### config.mk
export PLATFORM = sky130hd
export DESIGN_NAME = accel_dispatch_ctrl
export DESIGN_NICKNAME = d
export VERILOG_FILES = /design/src/rtl/accel_dispatch_ctrl.sv
export SDC_FILE = /design/constraint.sdc
export NUM_CORES = 1
export LEC_CHECK = 0
export CORE_AREA = 2 2 110 112
export CTS_BUF_LIST = sky130_fd_sc_hd__clkbuf_2 sky130_fd_sc_hd__clkbuf_4 sky130_fd_sc_hd__clkbuf_8
export DETAILED_ROUTE_END_ITERATION = 6
export DIE_AREA = 0 0 112 114
export PLACE_DENSITY_LB_ADDON = 0.3
export SETUP_SLACK_MARGIN = 0.02
export SYNTH_ARGS = -nofsm -noshare
export SYNTH_HDL_FRONTEND = slang
export SYNTH_SLANG_ARGS = --single-unit
### constraint.sdc
create_clock -name clk -period 2.8 [get_ports clk]
set_input_delay 0.28 -clock clk [delete_from_list [all_inputs] [get_ports clk]]
set_output_delay 0.28 -clock clk [all_outputs]
set_load 0.02 [all_outputs]
### src/rtl/accel_dispatch_ctrl.sv
// Dispatch controller for a custom accelerator hanging off the decode stage.
// It stalls decode, launches the command, waits for completion or timeout, and writes the result back.
module accel_dispatch_ctrl #(
  parameter int unsigned TIMEOUT_CYCLES = 1024
) (
  input  logic        clk,
  input  logic        reset,
  input  logic        instr_valid,
  input  logic        is_accel_in,
  input  logic [31:0] instr_in,
  input  logic [31:0] rs1_data_in,
  input  logic [4:0]  rd_in,
  input  logic        flush,
  input  logic        accel_done,
  input  logic [31:0] accel_result,
  output logic        stall_out,
  output logic        accel_start,
  output logic [31:0] accel_cmd,
  output logic [31:0] accel_arg,
  output logic        accel_busy,
  output logic        wb_valid,
  output logic [4:0]  wb_rd,
  output logic [31:0] wb_data,
  output logic        err_timeout
);

  localparam logic [15:0] TIMEOUT_LAST = 16'(TIMEOUT_CYCLES - 1);

  typedef enum logic [1:0] {
    IDLE  = 2'd0,
    ISSUE = 2'd1,
    WAIT  = 2'd2,
    WB    = 2'd3
  } state_t;

  state_t      state;
  state_t      state_next;
  logic [15:0] wait_count;
  logic        kill;
  logic [4:0]  rd_q;

  logic        dispatch;
  logic        timeout_hit;
  logic        enter_wb;
  logic        wb_enable;
  logic [31:0] wb_value;

  // Next-state and decode of the write-back decision
  always_comb begin
    dispatch    = 1'b0;
    timeout_hit = 1'b0;
    state_next  = state;
    enter_wb    = 1'b0;
    wb_enable   = 1'b0;
    wb_value    = 32'hFFFF_FFFF;

    dispatch    = (state == IDLE) && instr_valid && is_accel_in && !flush;
    timeout_hit = (state == WAIT) && !accel_done && (wait_count == TIMEOUT_LAST);

    case (state)
      IDLE:    if (dispatch) state_next = ISSUE;
      ISSUE:   state_next = accel_done ? WB : WAIT;
      WAIT:    if (accel_done || timeout_hit) state_next = WB;
      WB:      state_next = IDLE;
      default: state_next = IDLE;
    endcase

    enter_wb = (state == ISSUE || state == WAIT) && (state_next == WB);
    if (accel_done) wb_value = accel_result;
    // A flush arriving on the very cycle we leave for WB still kills the write
    wb_enable = enter_wb && (rd_q != 5'd0) && !kill && !flush;
  end

  assign stall_out   = (state != IDLE) || dispatch;
  assign accel_start = (state == ISSUE);
  assign accel_busy  = (state != IDLE);

  always_ff @(posedge clk or negedge reset) begin
    if (!reset) state <= IDLE;
    else        state <= state_next;
  end

  always_ff @(posedge clk or negedge reset) begin
    if (!reset) begin
      accel_cmd <= 32'd0;
      accel_arg <= 32'd0;
      rd_q      <= 5'd0;
    end else if (dispatch) begin
      accel_cmd <= instr_in;
      accel_arg <= rs1_data_in;
      rd_q      <= rd_in;
    end
  end

  // Wait counter restarts from zero every time ISSUE hands over to WAIT
  always_ff @(posedge clk or negedge reset) begin
    if (!reset) begin
      wait_count <= 16'd0;
    end else if (state == ISSUE) begin
      wait_count <= 16'd0;
    end else if (state == WAIT) begin
      wait_count <= wait_count + 16'd1;
    end
  end

  always_ff @(posedge clk or negedge reset) begin
    if (!reset) begin
      kill <= 1'b0;
    end else if (state == WB || state == IDLE) begin
      kill <= 1'b0;
    end else if (flush) begin
      kill <= 1'b1;
    end
  end

  always_ff @(posedge clk or negedge reset) begin
    if (!reset)           err_timeout <= 1'b0;
    else if (timeout_hit) err_timeout <= 1'b1;
  end

  // Write-back registers only move on an effective write, so they hold otherwise
  always_ff @(posedge clk or negedge reset) begin
    if (!reset) begin
      wb_valid <= 1'b0;
      wb_rd    <= 5'd0;
      wb_data  <= 32'd0;
    end else begin
      wb_valid <= wb_enable;
      if (wb_enable) begin
        wb_rd   <= rd_q;
        wb_data <= wb_value;
      end
    end
  end

endmodule

======== After elaboration in Yosys (flattened, before gate mapping) ========
Cells that the tools add are included.
operators by class
  equal/unequal tests ..................... 5
  add/subtract/negate cells ............... 1
  reduce and logical (&&, ||, !) cells .... 21
  muxes and demuxes ....................... 9
operator list
  cell                                                                     count
  16-bit 2-to-1 mux                                                        2
  32-bit 2-to-1 mux                                                        1
  16-bit by 1-bit adder with 16-bit output, second input constant          1
  16-bit by 10-bit equality test with 1-bit output, second input constant  1
  1-bit logical AND                                                        9
  2-bit one-hot mux with 4 select lines                                    1
  2-bit equality test, second input constant                               3
  2-bit nonzero test                                                       3
  5-bit nonzero test                                                       1
  1-bit logical OR                                                         4
  2-bit 2-to-1 mux                                                         2
  1-bit logical NOT                                                        3
  1-bit 2-to-1 mux                                                         3
  2-bit by 1-bit equality test with 1-bit output, second input constant    1
  2-bit logical NOT                                                        1
storage, ports and cells
  output and inout port bits .............. 106
  bits in registers ....................... 127
  logic and storage cells ................. 46
  input port bits ......................... 107

======== Longest topological paths before layout ========
Gate-level depths: netlist (run 1).
  word-level depth ........................ 11
  mapped depth ............................ 10
  gate-level depth less buffers ........... 7

======== Worst setup path before layout (run 1) ========
OpenSTA, ideal clock, no wires.
  kind .................................... register to register
  start ................................... reg state[0]
  end ..................................... reg wb_rd[0]
  arrival time ............................ 2413 ps
  slack ................................... 259 ps
  library setup time ...................... 127 ps
  buffers on the path ..................... 1
  required time ........................... 2673 ps
  period minus slack after synthesis ...... 2541 ps
  stages on the path, launching flop included .. 9
  cell sequence ........................... dfrtp_1 -> inv_1 -> ha_1 -> or4b_1 -> or4_4 -> o21ai_2 -> and2_1 -> buf_6 -> mux2_1
on the way
  word-level cells in the longest chain between the ends .. 11
  elaborated cells on any way between the ends .. 19
  classes of those cells .................. eq/ne: 4; mux: 3; reduce/logical: 12
RTL lines
  element                                                          RTL line    source
  start, declared                                                  36          state_t state;
  start signal, assigned                                           80          else state <= state_next;
  2-bit equality test / 2-bit logical NOT (equally long branches)  58, 60, 57
  1-bit logical AND (on tied branches) (2 in series)               58, 57
  1-bit logical OR / 1-bit logical AND (equally long branches)     63, 57
  2-bit 2-to-1 mux (on tied branches)                              63, 61
  2-bit one-hot mux with 4 select lines (*)                        60          case (state)
  net state_next[0]                                                37          state_t state_next;
  2-bit equality test (*)                                          68          enter_wb = (state == ISSUE || state == WAIT) && (state_next == WB);
  1-bit logical AND (*)                                            68
  1-bit logical AND (*) (3 in series)                              71          wb_enable = enter_wb && (rd_q != 5'd0) && !kill && !flush;
  end signal, assigned                                             130         wb_rd <= rd_q;
  end, declared                                                    22          output logic [4:0] wb_rd,
The timed path passes the listed nets; every way through them passes the cells marked *.
A chain may end at the register's enable or synchronous reset.

======== Worst setup path after layout (run 1) ========
  start ................................... reg state[0]
  end ..................................... reg wb_rd[1]
Same word-level chain as after synthesis.

==> metrics, run 1 <==
Max VDD drop 601 uV; synth unique cells 37; ANT cells 0; first-pass GRT wire length 19.1 mm; # IOs 213; row count 40; Seq/Total Area, Yosys 64.2%; drt via density 5.05; area leader, netlist dfrtp_1; crit end category flop; Die W 112 um; Final Setup Violations 0; largest net degree at the start of global routing 59; multi-input logic area 1660 um2; # fillers 927; fin nets 677; hpwl dp 8.89 mm; #FFs+latches synth 127; TritonRoute pass-1 iters 4; Mapped Area 4950 um2; CP arrival 2.91 ns; post-route cell area 7680 um2; vias in the first global route 3801; EDFF count, synth 0; max-cap viol count 0; H-tree levels 4; Routed Antenna Nets 0; status completed; Worst EP required 3.10 ns; worst-case clock buffer depth 2; antenna violations before repair 0; initial core utilization 42.3%; routed wire length 12.1 mm; input/output buffers 212; worst min path class primary input to flop; Critical Path Fanout Max 9; Clk Latency, worst-skew pair 0.43 ns; final hold vios 0; Synth Warn # 0; share of cells above drive strength 1 19.8%; die height 114 um; root buffer cell clkbuf_8; Syn Inst Count 339; worst hold slack 0.436 ns; DR iter-0 viols 135; cells taking the most area after synthesis dfrtp_1 (64%), mux2_2 (16%), o22a_1 (5.7%); die area 12800 um2; DRC viols 0; total congestion overflow 0; TritonCTS sink count 127; Seq. cell area 3180 um2; skew final 0.00885 ns; unrepaired setup endpoints after global routing false; Placed Area 7250 um2; Mapped Nets 451; critical path startpoint category flop; wire per inst 16.7 um; Final Cycle Share 93.2%; CTS tree yes; CTS Buf Count 17; GRT Util Overall 19.3%; area fraction of the dominant cell type after synthesis 64.2%; final max-slew violation count 0; Cell Pwr Density 1100 nW/um2; CORE AREA 11700 um2; setup TNS 0 ns; Worst Tran Pin Value 0.744 ns; Syn Area/Cell 14.6 um2; CP Class flop to flop; Synth-to-Final Area Change 55.1%; Final min period 2.61 ns; Top FF cell, synth dfrtp_1; max_slew headroom 50.4%; Highest Clock Rate 383 MHz; Async SR Flop Fraction 100%; via count 3654; commonest non-fill, non-tap cell in the layout clkdlybuf4s50_1; commonest cells after routing, fill and taps aside clkdlybuf4s50_1 (211), dfrtp_1 (127), mux2_2 (69), o22a_1 (32), clkbuf_8 (21); Clk pin slew, worst setup/hold paths 0.07 ns; Pleak 0.00324 uW; Final Wtd Congestion 0.837
==> power by group <==
group	internal, uW	total (uW)	switching (uW)
sequential	2610	3030	421
combinational	2060	3850	1790
clock	888	1550	661
==> cell usage after synthesis (2+ instances only) <==
cell / n
dfrtp_1: 127
mux2_2: 69
o22a_1: 32
nor2_1: 15
nand2_1: 7
clkbuf_1: 6
nand4_1: 6
xnor2_1: 6
ha_1: 5
inv_1: 5
mux2_1: 5
nand3_1: 5
o21ai_0: 5
xor2_1: 5
and3_1: 4
buf_1: 4
buf_2: 4
and2_1: 3
buf_6: 3
nor3_1: 3
a311o_1: 2
nand2b_1: 2
o31ai_1: 2
==> per-stage QoR <==
step	cells	utilization [%]	worst slack (ns)	total power (uW)
6_report	723	65.6	0.191	8430
5_1_grt	723	65.6	0.0245	8890
4_1_cts	721	65.4	0.0372	8530
3_5_place_dp	690	61.9	0.0163	6930
3_3_place_gp	690	61.9	0.0464	6840
2_1_floorplan	339	-	0.259	5000
==> repair_timing <==
item,CTS,global route
hold buffers,1,0
resized for setup,2,3
endpoints found under the setup margin,16,24
pin swaps,0,2
endpoints found under the hold margin,56,0
buffers inserted,0,2
==> layout make-up <==
| cell class | count | area share [%] |
|---|---|---|
| multi-input combinational | 190 | 21.7 |
| inverter | 5 | 0.244 |
| clock buffer | 23 | 3.96 |
| timing repair buffer | 224 | 29.2 |
| tap | 147 | 2.40 |
| sequential | 127 | 41.4 |
| clock inverter | 7 | 1.11 |
==> layer usage <==
metal / global-route usage [%] / wire (um) / vias up
met5: 0 / 0 / -
li1: - / - / 1672
met4: 7.80 / 252 / 0
met2: 33.7 / 6510 / 110
met1: 21.7 / 4620 / 1852
met3: 6.96 / 722 / 20
==> kinds of logic after synthesis <==
group	share of synthesized area [%]
fa+ha+maj	1.26
flops	64.2
simple gates	5.54
mux	17.0
compound gates	7.79
xor+xnor	1.95
buf+inv	2.22
==> critical path: stages, from the launching register on <==
cell and delay, ns:
dfrtp_1 0.40, inv_1 0.09, ha_1 0.20, or4b_1 0.47
or4_4 0.55, o21ai_2 0.19, and2_4 0.24, mux2_1 0.34
==> final timing paths <==
path / startpoint / end / slack, ns / depth (start not counted)
hold reg to reg: wb_rd[4] / wb_rd[4] / 0.48 / 1
max in group asynchronous: reset / wb_data[23] / 1.53 / 3
hold / removal: accel_result[22] / wb_data[22] / 0.44 / 2
setup / recovery: state[0] / wb_rd[1] / 0.19 / 7
min in group asynchronous: reset / accel_arg[4] / 0.47 / 2
setup reg to reg: state[0] / wb_rd[1] / 0.19 / 7
==> sequential cells by signal, indices dropped and copies added (netlist names), 2 cells and up <==
| name | count |
|---|---|
| wb_data | 32 |
| wait_count | 16 |
| rd_q | 5 |
| accel_cmd | 32 |
| accel_arg | 32 |
| state | 2 |
| wb_rd | 5 |
(Power assumes the default switching activity.)
==> run 2, diff against run 1 <==
--- a/config.mk
+++ b/config.mk
@@ -5,10 +5,10 @@
 export SDC_FILE = /design/constraint.sdc
 export NUM_CORES = 1
 export LEC_CHECK = 0
-export CORE_AREA = 2 2 110 112
+export CORE_AREA = 2 2 139 127
 export CTS_BUF_LIST = sky130_fd_sc_hd__clkbuf_2 sky130_fd_sc_hd__clkbuf_4 sky130_fd_sc_hd__clkbuf_8
 export DETAILED_ROUTE_END_ITERATION = 6
-export DIE_AREA = 0 0 112 114
+export DIE_AREA = 0 0 141 129
 export PLACE_DENSITY_LB_ADDON = 0.3
 export SETUP_SLACK_MARGIN = 0.02
 export SYNTH_ARGS = -nofsm -noshare
==> metrics, run 2 (same netlist as run 1, synthesis figures left out) <==
status completed (unchanged); CTS tree yes (unchanged); CP arrival 2.93 ns (was 2.91 ns); wire per inst 16.4 um (was 16.7 um); share of cells above drive strength 1 20.1% (was 19.8%); vias in the first global route 3975 (was 3801); Max VDD drop 507 uV (was 601 uV); max-cap viol count 0 (unchanged); die area 18200 um2 (was 12800 um2); Clk pin slew, worst setup/hold paths 0.08 ns (was 0.07 ns); crit end category flop (unchanged); CP Class flop to flop (unchanged); hpwl dp 8.92 mm (was 8.89 mm); first-pass GRT wire length 20.3 mm (was 19.1 mm); worst min path class primary input to async pin (was primary input to flop); worst hold slack 0.362 ns (was 0.436 ns); unrepaired setup endpoints after global routing false (unchanged); top flop regs accel_arg x32, accel_cmd x32, wb_data x32 (unchanged); TritonRoute pass-1 iters 4 (unchanged); Critical Path Fanout Max 32 (was 9); ANT cells 0 (unchanged); DRC viols 0 (unchanged); worst-case clock buffer depth 2 (unchanged); drt via density 4.63 (was 5.05); Worst Setup SP state[0] (unchanged); skew final 0.0117 ns (was 0.00885 ns); # fillers 1512 (was 927); CORE AREA 16700 um2 (was 11700 um2); Routed Antenna Nets 0 (unchanged); Synth-to-Final Area Change 57.5% (was 55.1%); CTS Buf Count 17 (unchanged); max_slew headroom 59.1% (was 50.4%); Final Wtd Congestion 0.764 (was 0.837); Highest Clock Rate 383 MHz (about the same); Worst EP required 3.12 ns (was 3.10 ns); Die W 141 um (was 112 um); fin nets 677 (unchanged); Worst Tran Pin Value 0.608 ns (was 0.744 ns); antenna violations before repair 0 (unchanged); Final min period 2.61 ns (about the same); Total Power 8530 uW (was 8430 uW); critical-path cell list inv_1 -> ha_1 -> or4b_1 -> or4_4 -> o21ai_2 -> nand3_1 -> buf_4 -> o22a_1 (was inv_1 -> ha_1 -> or4b_1 -> or4_4 -> o21ai_2 -> and2_4 -> mux2_1); commonest cells after routing, fill and taps aside clkdlybuf4s50_1 (210), dfrtp_1 (127), mux2_2 (69), o22a_1 (32), clkbuf_8 (17) (was clkdlybuf4s50_1 (211), dfrtp_1 (127), mux2_2 (69), o22a_1 (32), clkbuf_8 (21)); row count 45 (was 40); initial core utilization 29.6% (was 42.3%); Final Cycle Share 93.2% (about the same); H-tree levels 4 (unchanged); Slowest Stage Delay on Critical Path 0.54 ns (was 0.55 ns); final max-slew violation count 0 (unchanged); root buffer cell clkbuf_8 (unchanged); total congestion overflow 0 (unchanged); commonest non-fill, non-tap cell in the layout clkdlybuf4s50_1 (unchanged); routed wire length 13.0 mm (was 12.1 mm); Pleak 0.00327 uW (was 0.00324 uW); largest net degree at the start of global routing 55 (was 59); R2R Path Start state[0] (unchanged); DR iter-0 viols 118 (was 135); TritonCTS sink count 127 (unchanged); critical path startpoint category flop (unchanged); multi-input logic area 1660 um2 (unchanged); input/output buffers 212 (unchanged); Buf+Inv Stages, Crit Path 2 (was 1); via count 3656 (was 3654); final hold vios 0 (unchanged); Final Setup Violations 0 (unchanged); GRT Util Overall 14.6% (was 19.3%); largest delay contributor family on the critical path simple AND/OR/NAND/NOR gates (unchanged); Clk Latency, worst-skew pair 0.44 ns (was 0.43 ns); Seq. cell area 3180 um2 (unchanged); # IOs 213 (unchanged); Cell Pwr Density 1090 nW/um2 (was 1100 nW/um2); die height 129 um (was 114 um); CP max stage cell or4_4 (unchanged)
[run 2: cell count changes in the layout (fill, tap and decap cells not counted), sizes merged]
cell | previous run | this run
bufinv | 2 | 3
buf | 12 | 11
bufbuf | 0 | 1
clkbuf | 23 | 18
clkdlybuf4s50 | 211 | 210
inv | 5 | 6
clkinv | 5 | 9
clkinvlp | 0 | 1
dlymetal6s2s | 0 | 1
[run 2: area by class of cell]
cell class / count / share of cell area, %
sequential: 127 / 40.8
timing repair buffer: 224 / 29.0
multi-input combinational: 190 / 21.3
tap: 211 / 3.39
clock buffer: 18 / 3.10
clock inverter: 14 / 2.13
inverter: 5 / 0.241
[run 2: layer usage]
layer | global-route usage (%) | vias up | share of wire (%)
li1 | - | 1672 | -
met1 | 16.5 | 1846 | 41
met2 | 24.5 | 119 | 50
met3 | 5.95 | 19 | 7.1
met4 | 6.41 | 0 | 2.1
met5 | 0 | - | 0
[run 2: worst register-to-register path, cell delays in order, from the launching register on]
cell and delay [ns]:
dfrtp_1 0.40, inv_1 0.08, ha_1 0.21, or4b_1 0.44
or4_4 0.54, o21ai_2 0.22, nand3_1 0.10, buf_4 0.24
o22a_1 0.26
[run 2: power by group]
part / leakage (uW) / internal, uW / total, uW / switching, uW
combinational: 0.00155 / 2060 / 3860 / 1810
sequential: 0.00151 / 2610 / 3030 / 424
clock: 0.000210 / 889 / 1640 / 749
total: 0.00327 / 5550 / 8530 / 2980
[run 2: worst paths after layout]
check / slack, ns / cells past startpoint / end
max: 0.19 / 8 / wb_data[25]
min: 0.36 / 2 / accel_cmd[23]
max reg2reg: 0.19 / 8 / wb_data[25]
min reg2reg: 0.48 / 2 / kill
max in group asynchronous: 1.57 / 3 / wb_valid
min in group clk: 0.43 / 2 / wb_data[18]
[run 2: timing repair]
item / 4_1_cts / 5_1_grt
resized for setup: 1 / 2
endpoints found under the setup margin: 35 / 3
pin swaps: 1 / 0
setup buffers: 1 / 0
cloned: 1 / 0
endpoints found under the hold margin: 37 / 0
hold buffers: 1 / 0
[run 2: metrics by stage]
stage / instances / util, % / worst slack, ns / cell area, um2 / TNS, ns
5_1_grt: 789 / 46.6 / 0.0561 / 7800 / 0
3_3_place_gp: 754 / 43.9 / 0.0194 / 7330 / 0
6_report: 789 / 46.6 / 0.191 / 7800 / 0
4_1_cts: 789 / 46.6 / 0.104 / 7790 / 0
3_5_place_dp: 754 / 43.9 / -0.0101 / 7330 / -0.0219
2_1_floorplan: 339 / - / 0.259 / 4950 / 0
==> run 3, diff against run 2 <==
==> constraint.sdc (replaced) <==
create_clock -name clk -period 2.3 [get_ports clk]
set_input_delay 0.23 -clock clk [delete_from_list [all_inputs] [get_ports clk]]
set_output_delay 0.23 -clock clk [all_outputs]
set_load 0.02 [all_outputs]
==> metrics, run 3 (same netlist as run 1, synthesis figures left out) <==
total congestion overflow 0 (unchanged); R2R Path Start state[0] (unchanged); post-route cell area 7890 um2 (was 7800 um2); Final Setup Violations 37 (was 0); final max-slew violation count 0 (unchanged); TritonRoute pass-1 iters 4 (unchanged); Critical Path Fanout Max 7 (was 32); first-pass GRT wire length 20.3 mm (about the same); Worst Setup SP state[0] (unchanged); Max VDD drop 717 uV (was 507 uV); CP max stage cell or4_4 (unchanged); GRT Util Overall 14.4% (was 14.6%); hpwl dp 9.05 mm (was 8.92 mm); Pleak 0.00330 uW (was 0.00327 uW); TritonCTS sink count 127 (unchanged); CP Class flop to flop (unchanged); Buf+Inv Stages, Crit Path 1 (was 2); reg2reg end wb_rd[4] (was wb_data[25]); worst-case clock buffer depth 2 (unchanged); input/output buffers 212 (unchanged); FF-to-FF path depth 7 (was 8); Final Wtd Congestion 0.726 (was 0.764); die height 129 um (unchanged); fin nets 687 (was 677); skew final 0.0121 ns (was 0.0117 ns); drt via density 4.57 (was 4.63); commonest non-fill, non-tap cell in the layout clkdlybuf4s50_1 (unchanged); worst reg2reg setup slack -0.07 ns (was 0.19 ns); DRC viols 0 (unchanged); commonest cells after routing, fill and taps aside clkdlybuf4s50_1 (209), dfrtp_1 (127), mux2_2 (69), o22a_1 (32), buf_4 (19) (was clkdlybuf4s50_1 (210), dfrtp_1 (127), mux2_2 (69), o22a_1 (32), clkbuf_8 (17)); critical path depth 7 (was 8); critical path startpoint category flop (unchanged); Cell Pwr Density 1320 nW/um2 (was 1090 nW/um2); critical-path cell list inv_2 -> ha_4 -> or4b_4 -> or4_4 -> o21ai_4 -> and2_4 -> mux2_4 (was inv_1 -> ha_1 -> or4b_1 -> or4_4 -> o21ai_2 -> nand3_1 -> buf_4 -> o22a_1); top flop regs accel_arg x32, accel_cmd x32, wb_data x32 (unchanged); Highest Clock Rate 422 MHz (was 383 MHz); Final min period 2.37 ns (was 2.61 ns); Worst Tran Pin Value 0.681 ns (was 0.608 ns); via count 3651 (was 3656); root buffer cell clkbuf_8 (unchanged); CORE AREA 16700 um2 (unchanged); largest net degree at the start of global routing 128 (was 55); worst hold slack 0.395 ns (was 0.362 ns); vias in the first global route 4007 (was 3975); placed insts 763 (was 754); non-filler cells, final 799 (was 789); final hold vios 0 (unchanged); crit end category flop (unchanged); H-tree levels 4 (unchanged); share of cells above drive strength 1 23.0% (was 20.1%); Total Power 10400 uW (was 8530 uW); row count 45 (unchanged); Clk pin slew, worst setup/hold paths 0.08 ns (about the same); routed wire length 12.7 mm (was 13.0 mm); Synth-to-Final Area Change 59.4% (was 57.5%); max-cap viol count 0 (unchanged); setup TNS -1.12 ns (was 0 ns); CTS tree yes (unchanged); # IOs 213 (unchanged); DR iter-0 viols 164 (was 118); Clk Latency, worst-skew pair 0.43 ns (was 0.44 ns); Die W 141 um (unchanged); worst min path class primary input to flop (was primary input to async pin); antenna violations before repair 0 (unchanged); fin worst setup slack -0.0682 ns (was 0.191 ns); status complete, but fails checks (was completed); unrepaired setup endpoints after global routing true (was false); initial core utilization 29.6% (unchanged); failing checks negative setup slack; ANT cells 0 (unchanged); end point of the critical path wb_rd[4] (was wb_data[25]); CTS Buf Count 17 (unchanged); max_slew headroom 54.6% (was 59.1%); Slowest Stage Delay on Critical Path 0.45 ns (was 0.54 ns); wire per inst 15.9 um (was 16.4 um); Routed Antenna Nets 0 (unchanged); die area 18200 um2 (unchanged); CP arrival 2.67 ns (was 2.93 ns); Worst EP required 2.60 ns (was 3.12 ns); largest delay contributor family on the critical path simple AND/OR/NAND/NOR gates (unchanged); Placed Area 7450 um2 (was 7330 um2); Final Cycle Share 103% (was 93.2%)
-- run 3: cell count changes in the layout (fill, tap and decap cells not counted), moves of 2 or more --
cell | previous run | this run
clkinvlp_4 | 1 | 5
mux2_4 | 0 | 5
mux2_1 | 5 | 0
ha_1 | 5 | 3
buf_4 | 9 | 19
clkinv_2 | 5 | 2
-- run 3: where the power goes --
part	switching (uW)	total [uW]	internal (uW)	leakage (uW)
Sequential	544	3720	3180	0.00151
Combinational	2220	4830	2610	0.00160
Clock	891	1880	987	0.000185
Total	3650	10400	6770	0.00330
-- run 3: through the flow --
step	worst slack [ns]	util (%)
6_report	-0.0682	47.2
3_3_place_gp	-0.279	44.5
5_1_grt	-0.140	47.2
2_1_floorplan	-0.0196	-
4_1_cts	-0.0419	47.1
3_5_place_dp	-0.279	44.5
-- run 3: layer usage --
layer / share of wire (%) / wire (um) / GRT usage [%] / up-vias
met2: 50 / 6380 / 23.8 / 119
met5: 0 / 0 / 0 / -
met1: 41 / 5260 / 17.1 / 1835
met3: 7.4 / 938 / 6.66 / 9
li1: - / - / - / 1688
met4: 1.1 / 140 / 3.88 / 0
-- run 3: area by class of cell --
type	instances	area (um2)
clock buffers	19	249
inverters	5	18.8
fillers	1510	8830
clock inverters	13	143
multi-input cells	190	1710
well taps	211	264
flip-flops and latches	127	3180
repair buffers	234	2330
-- run 3: how the worst min path moves through the flow --
stage                     to              from  slack (ns)  depth (start not counted)
2_1_floorplan   accel_arg[0]             reset       -0.07                          0
3_3_place_gp   accel_cmd[18]             reset        0.39                          2
3_5_place_dp   accel_cmd[22]             reset        0.40                          2
4_1_cts          wb_data[23]  accel_result[23]        0.35                          2
5_1_grt          wb_data[21]  accel_result[21]        0.36                          2
6_report          wb_data[2]   accel_result[2]        0.40                          2
-- run 3: repair_timing --
action,in CTS,in global routing
hold endpoints to repair,127,0
pin swaps,2,3
setup endpoints to repair,38,43
gates cloned,0,0
setup buffers,2,1
resized for setup,2,3
hold buffers,1,0
